## src/rtl/ahblite_led_ctrl_if.sv

```systemverilog
// AHB-Lite slave-side bus bundle for the LED controller.
// The master modport is the bus-matrix view used by whoever drives the slave.
interface ahblite_led_ctrl_if;
    logic        HSEL;
    logic [31:0] HADDR;
    logic [1:0]  HTRANS;
    logic [2:0]  HSIZE;
    logic [3:0]  HPROT;
    logic        HWRITE;
    logic [31:0] HWDATA;
    logic        HREADY;
    logic        HREADYOUT;
    logic [31:0] HRDATA;
    logic        HRESP;

    modport master (
        output HSEL, HADDR, HTRANS, HSIZE, HPROT, HWRITE, HWDATA, HREADY,
        input  HREADYOUT, HRDATA, HRESP
    );

    modport slave (
        input  HSEL, HADDR, HTRANS, HSIZE, HPROT, HWRITE, HWDATA, HREADY,
        output HREADYOUT, HRDATA, HRESP
    );
endinterface

```

## src/rtl/ahblite_led_ctrl.sv

```systemverilog
// Zero-wait-state AHB-Lite LED controller: static, PWM, rotate and blink modes,
// all paced by a programmable prescaler tick.
module ahblite_led_ctrl #(
    parameter int unsigned NUM_LED      = 8,
    parameter int unsigned PWM_BITS     = 8,
    parameter int unsigned PRE_BITS     = 16,
    parameter logic [31:0] RST_PRESCALE = 32'd999
) (
    input  logic                 HCLK,
    input  logic                 HRESETn,
    ahblite_led_ctrl_if.slave    bus,
    output logic [NUM_LED-1:0]   LED
);

    typedef enum logic [1:0] {
        MODE_STATIC = 2'd0,
        MODE_PWM    = 2'd1,
        MODE_ROTATE = 2'd2,
        MODE_BLINK  = 2'd3
    } mode_e;

    localparam logic [2:0] A_CTRL     = 3'd0;
    localparam logic [2:0] A_PATTERN  = 3'd1;
    localparam logic [2:0] A_PRESCALE = 3'd2;
    localparam logic [2:0] A_DUTY     = 3'd3;
    localparam logic [2:0] A_STATUS   = 3'd4;

    localparam logic [PRE_BITS-1:0] RST_PRE = RST_PRESCALE[PRE_BITS-1:0];

    // bus pipeline
    logic [2:0]          r_addr_q;
    logic                r_wr_q;
    // programmable registers
    logic                r_en;
    mode_e               r_mode;
    logic [NUM_LED-1:0]  r_pattern;
    logic [PRE_BITS-1:0] r_prescale;
    logic [PWM_BITS-1:0] r_duty;
    // timebase
    logic [PRE_BITS-1:0] r_pre_cnt;
    logic [PWM_BITS-1:0] r_pwm_cnt;
    logic                r_phase;
    logic [NUM_LED-1:0]  r_led;

    logic                w_addr_ph;
    logic                w_we;
    logic                w_wr_ctrl;
    logic                w_wr_pattern;
    logic                w_wr_pre;
    logic                w_wr_duty;
    logic                w_tick;
    logic                w_wrap;
    logic                w_gate;
    logic                w_on;
    logic [NUM_LED-1:0]  w_rot;
    logic [31:0]         w_status;
    logic [31:0]         w_rdata;
    logic                w_unused;

    assign w_addr_ph    = bus.HSEL & bus.HREADY & bus.HTRANS[1];
    assign w_we         = r_wr_q & bus.HREADY;
    assign w_wr_ctrl    = w_we & (r_addr_q == A_CTRL);
    assign w_wr_pattern = w_we & (r_addr_q == A_PATTERN);
    assign w_wr_pre     = w_we & (r_addr_q == A_PRESCALE);
    assign w_wr_duty    = w_we & (r_addr_q == A_DUTY);

    assign w_tick = (r_pre_cnt == r_prescale);
    assign w_wrap = w_tick & (&r_pwm_cnt);
    assign w_rot  = (r_pattern << 1) | (r_pattern >> (NUM_LED - 1));

    always_ff @(posedge HCLK) begin
        if (!HRESETn) begin
            r_addr_q <= 3'd0;
            r_wr_q   <= 1'b0;
        end else if (w_addr_ph) begin
            r_addr_q <= bus.HADDR[4:2];
            r_wr_q   <= bus.HWRITE;
        end else begin
            r_wr_q   <= 1'b0;
        end
    end

    always_ff @(posedge HCLK) begin
        if (!HRESETn) begin
            r_en       <= 1'b0;
            r_mode     <= MODE_STATIC;
            r_prescale <= RST_PRE;
            r_duty     <= '0;
        end else begin
            if (w_wr_ctrl) begin
                r_en   <= bus.HWDATA[0];
                r_mode <= mode_e'(bus.HWDATA[2:1]);
            end
            if (w_wr_pre)
                r_prescale <= bus.HWDATA[PRE_BITS-1:0];
            if (w_wr_duty)
                r_duty <= bus.HWDATA[PWM_BITS-1:0];
        end
    end

    // A bus write to PATTERN overrides the rotation that would land on the same edge.
    always_ff @(posedge HCLK) begin
        if (!HRESETn)
            r_pattern <= '0;
        else if (w_wr_pattern)
            r_pattern <= bus.HWDATA[NUM_LED-1:0];
        else if (w_wrap && r_mode == MODE_ROTATE)
            r_pattern <= w_rot;
    end

    // CTRL writes restart the whole timebase so a new mode starts from a clean period.
    always_ff @(posedge HCLK) begin
        if (!HRESETn) begin
            r_pre_cnt <= '0;
            r_pwm_cnt <= '0;
            r_phase   <= 1'b0;
        end else begin
            if (w_wr_ctrl || w_wr_pre || w_tick)
                r_pre_cnt <= '0;
            else
                r_pre_cnt <= r_pre_cnt + PRE_BITS'(1);

            if (w_wr_ctrl)
                r_pwm_cnt <= '0;
            else if (w_tick)
                r_pwm_cnt <= r_pwm_cnt + PWM_BITS'(1);

            if (w_wr_ctrl)
                r_phase <= 1'b0;
            else if (w_wrap && r_mode == MODE_BLINK)
                r_phase <= ~r_phase;
        end
    end

    always_comb begin
        w_gate = 1'b0;
        unique case (r_mode)
            MODE_STATIC: w_gate = 1'b1;
            MODE_PWM:    w_gate = (r_pwm_cnt < r_duty);
            MODE_ROTATE: w_gate = 1'b1;
            MODE_BLINK:  w_gate = r_phase;
        endcase
    end

    assign w_on = r_en & w_gate;

    always_ff @(posedge HCLK) begin
        if (!HRESETn)
            r_led <= '0;
        else
            r_led <= w_on ? r_pattern : '0;
    end

    assign LED = r_led;

    assign w_status = 32'(r_led) | {15'd0, r_phase, 16'd0};

    always_comb begin
        w_rdata = 32'd0;
        case (r_addr_q)
            A_CTRL:     w_rdata = {29'd0, r_mode, r_en};
            A_PATTERN:  w_rdata = 32'(r_pattern);
            A_PRESCALE: w_rdata = 32'(r_prescale);
            A_DUTY:     w_rdata = 32'(r_duty);
            A_STATUS:   w_rdata = w_status;
            default:    w_rdata = 32'd0;
        endcase
    end

    assign bus.HRDATA    = w_rdata;
    assign bus.HREADYOUT = 1'b1;
    assign bus.HRESP     = 1'b0;

    assign w_unused = ^{bus.HADDR[31:5], bus.HADDR[1:0], bus.HTRANS[0],
                        bus.HSIZE, bus.HPROT, bus.HWDATA};

endmodule

```

## src/flat_wrapper.sv

```systemverilog
// flat-port wrapper written by rule: the top's interface ports become plain ports
module ahblite_led_ctrl_flat 
#(
    parameter int unsigned NUM_LED      = 8,
    parameter int unsigned PWM_BITS     = 8,
    parameter int unsigned PRE_BITS     = 16,
    parameter logic [31:0] RST_PRESCALE = 32'd999
)
  (HCLK, HRESETn, LED, bus_HSEL, bus_HADDR, bus_HTRANS, bus_HSIZE, bus_HPROT, bus_HWRITE, bus_HWDATA, bus_HREADY, bus_HREADYOUT, bus_HRDATA, bus_HRESP);
  ahblite_led_ctrl_if bus_i ();
  input  logic HCLK;
  input  logic HRESETn;
  output logic [NUM_LED-1:0] LED;
  input wire logic [$bits(bus_i.HSEL)-1:0] bus_HSEL;
  input wire logic [$bits(bus_i.HADDR)-1:0] bus_HADDR;
  input wire logic [$bits(bus_i.HTRANS)-1:0] bus_HTRANS;
  input wire logic [$bits(bus_i.HSIZE)-1:0] bus_HSIZE;
  input wire logic [$bits(bus_i.HPROT)-1:0] bus_HPROT;
  input wire logic [$bits(bus_i.HWRITE)-1:0] bus_HWRITE;
  input wire logic [$bits(bus_i.HWDATA)-1:0] bus_HWDATA;
  input wire logic [$bits(bus_i.HREADY)-1:0] bus_HREADY;
  output wire logic [$bits(bus_i.HREADYOUT)-1:0] bus_HREADYOUT;
  output wire logic [$bits(bus_i.HRDATA)-1:0] bus_HRDATA;
  output wire logic [$bits(bus_i.HRESP)-1:0] bus_HRESP;
  assign bus_i.HSEL = bus_HSEL;
  assign bus_i.HADDR = bus_HADDR;
  assign bus_i.HTRANS = bus_HTRANS;
  assign bus_i.HSIZE = bus_HSIZE;
  assign bus_i.HPROT = bus_HPROT;
  assign bus_i.HWRITE = bus_HWRITE;
  assign bus_i.HWDATA = bus_HWDATA;
  assign bus_i.HREADY = bus_HREADY;
  assign bus_HREADYOUT = bus_i.HREADYOUT;
  assign bus_HRDATA = bus_i.HRDATA;
  assign bus_HRESP = bus_i.HRESP;
  ahblite_led_ctrl #(.NUM_LED(NUM_LED), .PWM_BITS(PWM_BITS), .PRE_BITS(PRE_BITS), .RST_PRESCALE(RST_PRESCALE)) u_core (.HCLK(HCLK), .HRESETn(HRESETn), .bus(bus_i), .LED(LED));
endmodule
```

## config.mk

```make
export PLATFORM = sky130hd
export DESIGN_NAME = ahblite_led_ctrl_flat
export DESIGN_NICKNAME = d
export VERILOG_FILES = /design/src/rtl/ahblite_led_ctrl_if.sv /design/src/rtl/ahblite_led_ctrl.sv /design/src/flat_wrapper.sv
export SDC_FILE = /design/constraint.sdc
export NUM_CORES = 1
export LEC_CHECK = 0
export CAP_MARGIN = 20
export CORE_MARGIN = 5
export CORE_UTILIZATION = 40
export CTS_CLUSTER_DIAMETER = 30
export DETAILED_ROUTE_END_ITERATION = 7
export PLACE_DENSITY = 0.7
export SLEW_MARGIN = 20
export SYNTH_ARGS = -nofsm -noshare
export SYNTH_HDL_FRONTEND = slang
export SYNTH_SLANG_ARGS = --single-unit
```

## constraint.sdc

```tcl
create_clock -name HCLK -period 2.25 [get_ports HCLK]
set_input_delay 0.45 -clock HCLK [delete_from_list [all_inputs] [get_ports HCLK]]
set_output_delay 0.45 -clock HCLK [all_outputs]
set_load 0.01 [all_outputs]
```

# Word-level counts from Yosys, hierarchy flattened
# Cells that the tools add are included.
[totals]
regBits = 72
latchBits = 0
ram_bits = 0
mem_bits_ro = 0
inputBits = 78
output_inout_bits = 42
elab_cells = 52
mem_count = 0
[op_classes]
n_addsub = 2
mul = 0
div_mod_pow = 0
order_cmp = 1
eq_ne = 8
shifts = 0
muxes = 4
n_bitwise = 13
reduce_logical = 13
[op_table]
columns = ["operator", "count"]
rows = [
  ["$pmux W32 S5", 1],
  ["$or A8 B17 Y17", 1],
  ["$add A16 B1 Y16 const B", 1],
  ["$eq A16 B16 Y1", 1],
  ["$mux W8", 2],
  ["$and A1 B1 Y1", 9],
  ["$add A8 B1 Y8 const B", 1],
  ["$lt A8 B8 Y1", 1],
  ["$or A8 B1 Y8", 1],
  ["$reduce_and A8 Y1", 1],
  ["$eq A3 B2 Y1 const B", 2],
  ["$reduce_or A2 Y1", 3],
  ["$eq A2 B2 Y1 const B", 2],
  ["$reduce_and A2 Y1", 2],
  ["$eq A3 B1 Y1 const B", 1],
  ["$eq A3 B3 Y1 const B", 1],
  ["$logic_not A3 Y1", 1],
  ["$pmux W1 S3", 1],
  ["$eq A2 B1 Y1 const B", 1],
  ["$logic_and A1 B1 Y1", 2],
  ["$logic_not A2 Y1", 1],
  ["$logic_or A1 B1 Y1", 2],
  ["$not A1 Y1", 2],
  ["$reduce_bool A2 Y1", 1],
]

# Longest topological paths before layout
[logic_depth]
ltp_word = 5
ltp_mapped = 7
mapped_depth_nobuf = 7

# Least setup slack after synthesis
# OpenSTA, ideal clock, no wires.
[synth_timing]
kind = "register to output"
start = "register u_core.r_addr_q[1]"
end = "output bus_HRDATA[3]"
arrival_time_ns = 1.492
t_required_ns = 1.800
path_slack_ns = 0.308
path_stages_with_launch = 6
path_buffers = 2
path_cell_list = "dfxtp_1 buf_2 buf_1 nor2b_1 a22oi_1 o21ai_1"
[synth_via]
elab_chain_len = 2
word_cells_on_any_way = 6
classes_between = "eq/ne (4); mux (1); reduce/logical (1)"
[synth_rtl]
columns = ["element", "line", "source"]
rows = [
  ["from (decl)", "ahblite_led_ctrl.sv:31", "logic [2:0] r_addr_q;"],
  ["from (signal assigned)", "ahblite_led_ctrl.sv:76", "r_addr_q <= bus.HADDR[4:2];"],
  ["$eq A3 B3 Y1, or another cell as far along", "ahblite_led_ctrl.sv:160", "case (r_addr_q)"],
  ["$pmux W32 S5 *", "ahblite_led_ctrl.sv:160", ""],
  ["to (decl)", "flat_wrapper.sv:23", "output wire logic [$bits(bus_i.HRDATA)-1:0] bus_HRDATA;"],
]
# Every way passes the cells marked *; elsewhere a longest branch is shown, timed or not.

# Final worst setup path
[layout_timing]
start = "register u_core.r_addr_q[1]"
end = "output bus_HRDATA[4]"
# Same word-level chain as after synthesis.

==> summary.md <==
| Metric | Value |
|---|---|
| Skew-Pair Late Insertion Delay | 0.36 ns |
| Hold Vio Cnt, Final | 0 |
| Slew @ Worst Pin | 0.553 ns |
| Vias in the first global route | between 3,000 and 4,000 |
| EDFF count, synth | 0 |
| Clock Power Share | 0.463 |
| Sequential share of power | 0.469 |
| Clock skew | 0.0111 ns |
| Worst-path fanout max | 7 |
| Total power | 2.78 mW |
| Sink Count | 72 |
| Gate power share | 0.068 |
| Commonest non-fill, non-tap cells in the layout | dfxtp_1 (69), nand2_1 (53), clkdlybuf4s50_1 (40), mux2i_1 (29), nor2_1 (27) |
| Starting Density | 0.411 |
| H-tree depth | 3 |
| Cell-internal power | 2.15 mW |
| Switching pwr | 0.628 mW |
| CTS tree | done |
| Die Span Y | 108 um |
| Vias per cell | 5.17 |
| CP Capture Type | primary output |
| Routed Antenna Nets | 0 |
| Final core occ | 0.517 |
| # DRC | 0 |
| Worst-path clk slew | 0.08 ns |
| Async S/R FF share, synth | 0 |
| Cts hold-fix bufs | 0 |
| Nets | 585 |
| DPL Wire Length | slightly above 7000 um |
| Buffers on Ports | slightly below 50 |
| DRT Wirelength | a little under 10,000 um |
| Placed cells | 616 |
| Register area share after synthesis | 0.377 |
| Pwr dens | 580 nW/um2 |
| First-pass GRT wire length | 16,700 um |
| Initial antenna violation count | 0 |
| Run status | completed |
| Setup bufs post-CTS | 0 |
| CP required | 1.80 ns |
| Non-Filler Instances | around 630 |
| HP Class | register to register |
| Sw frac | 0.226 |
| Main synth FF type | dfxtp_1 |
| Mapped Avg Cell Area | around 8.7 um2 |
| Yosys warns | 0 |
| Leakage | 1.94 nW |
| TritonCTS buffer count | 9 |
| Grt total ovfl | 0 |
| Worst EP arrival | 1.73 ns |
| Mapped Area | approximately 3800 um2 |
| Fmax | 458 MHz |
| Largest net degree at the start of global routing | 34 |
| Routability cong. | 0.856 |
| CP Launch Type | register |
| Die X | ~110 um |
| Final hold slack | 0.481 ns |
| DRT iter0 DRCs | 159 |
| Final period util | 0.971 |
| Tmin final | between 2 and 2.5 ns |
| Via Count | 3,270 |
| Commonest non-fill, non-tap cell in the layout | dfxtp_1 |
| Max-slew violation count | 0 |
| All-layer global routing usage | 0.181 |
| Final setup TNS | 0 ns |
| CTS max path bufs | 2 |
| Drt pass-1 iters | 4 |
| DR WL/cell | around 16 um |
| RSZ-0062 raised after global routing | yes |
| Yosys reg bits | 72 |
| Post-synth cell types | 43 |
| Ant diodes | 0 |
| IO Pins | 120 |
| Rel. slew slack | 0.630 |
| Synth Instances | around 440 |
| Rows | 35 |
| Die Area | 11,600 um2 |
| Worst vdd ir | 0.000432 V |
| CTS root buf | clkbuf_8 |
| Core box area | 9280 um2 |
| Max_cap viols | 0 |
| CP Class | register to primary output |
| Area added between synthesis and finish | 25.6% |
| Layout cells sized above 1 | 0.117 |
| Final Setup Violations | 0 |
## power groups by stage
| stage | registers, mW | clock network (mW) | logic [mW] |
|---|---|---|---|
| after floorplan | 1.33 | 0 | 0.120 |
| after CTS | 1.31 | 1.31 | 0.185 |
| after detailed placement | 1.34 | 0 | 0.184 |
| final | 1.31 | 1.29 | 0.189 |
| after global placement | 1.33 | 0 | 0.182 |
| after global routing | 1.31 | 1.36 | 0.207 |
## cell families after synthesis
family / Yosys count / synth area share
AO/OA/AOI/OAI: 68 / 0.126
multiplexers: 34 / 0.0908
other: 2 / 0.00197
AND/OR/NAND/NOR: 175 / 0.237
XOR/XNOR: 31 / 0.0711
adder cells (fa/ha/maj): 9 / 0.0295
flip-flops: 72 / 0.377
buffers and inverters: 47 / 0.0662
## critical path, stage by stage (launching register included)
cell	delay [ns]
dfxtp_4	0.42
buf_4	0.15
mux2_1	0.34
a22oi_2	0.14
o21ai_1	0.09
clkdlybuf4s15_1	0.24
## final timing paths
kind                                                    startpoint  slack, ns  cells past startpoint                            endpoint
worst min register to register  u_core.r_prescale[12]$_SDFFE_PN0P_       0.48                      2  u_core.r_prescale[12]$_SDFFE_PN0P_
worst max register to register      u_core.r_pre_cnt[6]$_SDFF_PP0_       0.18                      6         u_core.r_phase$_SDFFE_PP0P_
worst min-delay path            u_core.r_prescale[12]$_SDFFE_PN0P_       0.48                      2  u_core.r_prescale[12]$_SDFFE_PN0P_
worst max-delay path               u_core.r_addr_q[1]$_SDFFE_PN0P_       0.07                      5                       bus_HRDATA[4]
## registers in the layout, summed over array words and instances (netlist names)
name               flops
u_core.r_duty          8
u_core.r_prescale     16
u_core.r_pattern       8
u_core.r_mode          2
u_core.LED             8
u_core.r_en            1
u_core.r_pwm_cnt       8
u_core.r_wr_q          1
u_core.r_pre_cnt      16
u_core.r_addr_q        3
u_core.r_phase         1
## metrics by stage
| step | worst slack (ns) | instance area [um2] |
|---|---|---|
| CTS | -0.139 | 4760 |
| detailed placement | 0.0388 | 4490 |
| global route | -0.00266 | 4800 |
| finish | 0.0660 | 4800 |
| global placement | 0.0271 | 4490 |
| floorplan | 0.308 | 3870 |
## routing by layer
metal,share of wire,track usage
met2,0.46,0.278
met5,0,0
met4,0.022,0.0640
met1,0.45,0.240
met3,0.067,0.0534
## area by class of cell
type	instances	area [um2]
fill	886	4490
multi-input combinational	334	2220
sequential	72	1450
timing repair buffer	71	668
tap	129	161
clock buffer	10	138
clock inverter	6	116
inverter	10	37.5
## cell usage after synthesis, drive strengths merged (2+ instances only)
master  count  area (um2)
a21oi      11        55.1
clkbuf     14        52.6
nor3       13        76.3
nand4       5        37.5
dfxtp      72        1440
inv        10        37.5
ha          9         113
or4         6        45.0
and4        2        17.5
a21o        2        15.0
nand3      19        95.1
nor4        5        50.1
mux2        5        56.3
a211o       8        70.1
xnor2       5        43.8
o31ai       5        37.5
and3       17         106
mux2i      29         290
o21ai       8        40.0
xor2       26         228
or3         3        18.8
nand2      53         199
a22o        8        70.1
a22oi       5        37.5
nor2b      18         113
buf        23         163
nand2b      2        12.5
a21boi     16         120
o22ai       3        18.8
conb        2        7.51
nor2       29         111
## timing repair
| item | 4_1_cts | 5_1_grt |
|---|---|---|
| resized for setup | 18 | 16 |
| hold endpoints to repair | 0 | 0 |
| endpoints found under the setup margin | 17 | 16 |
| pin swaps | 1 | 0 |
(Power assumes the default switching activity.)
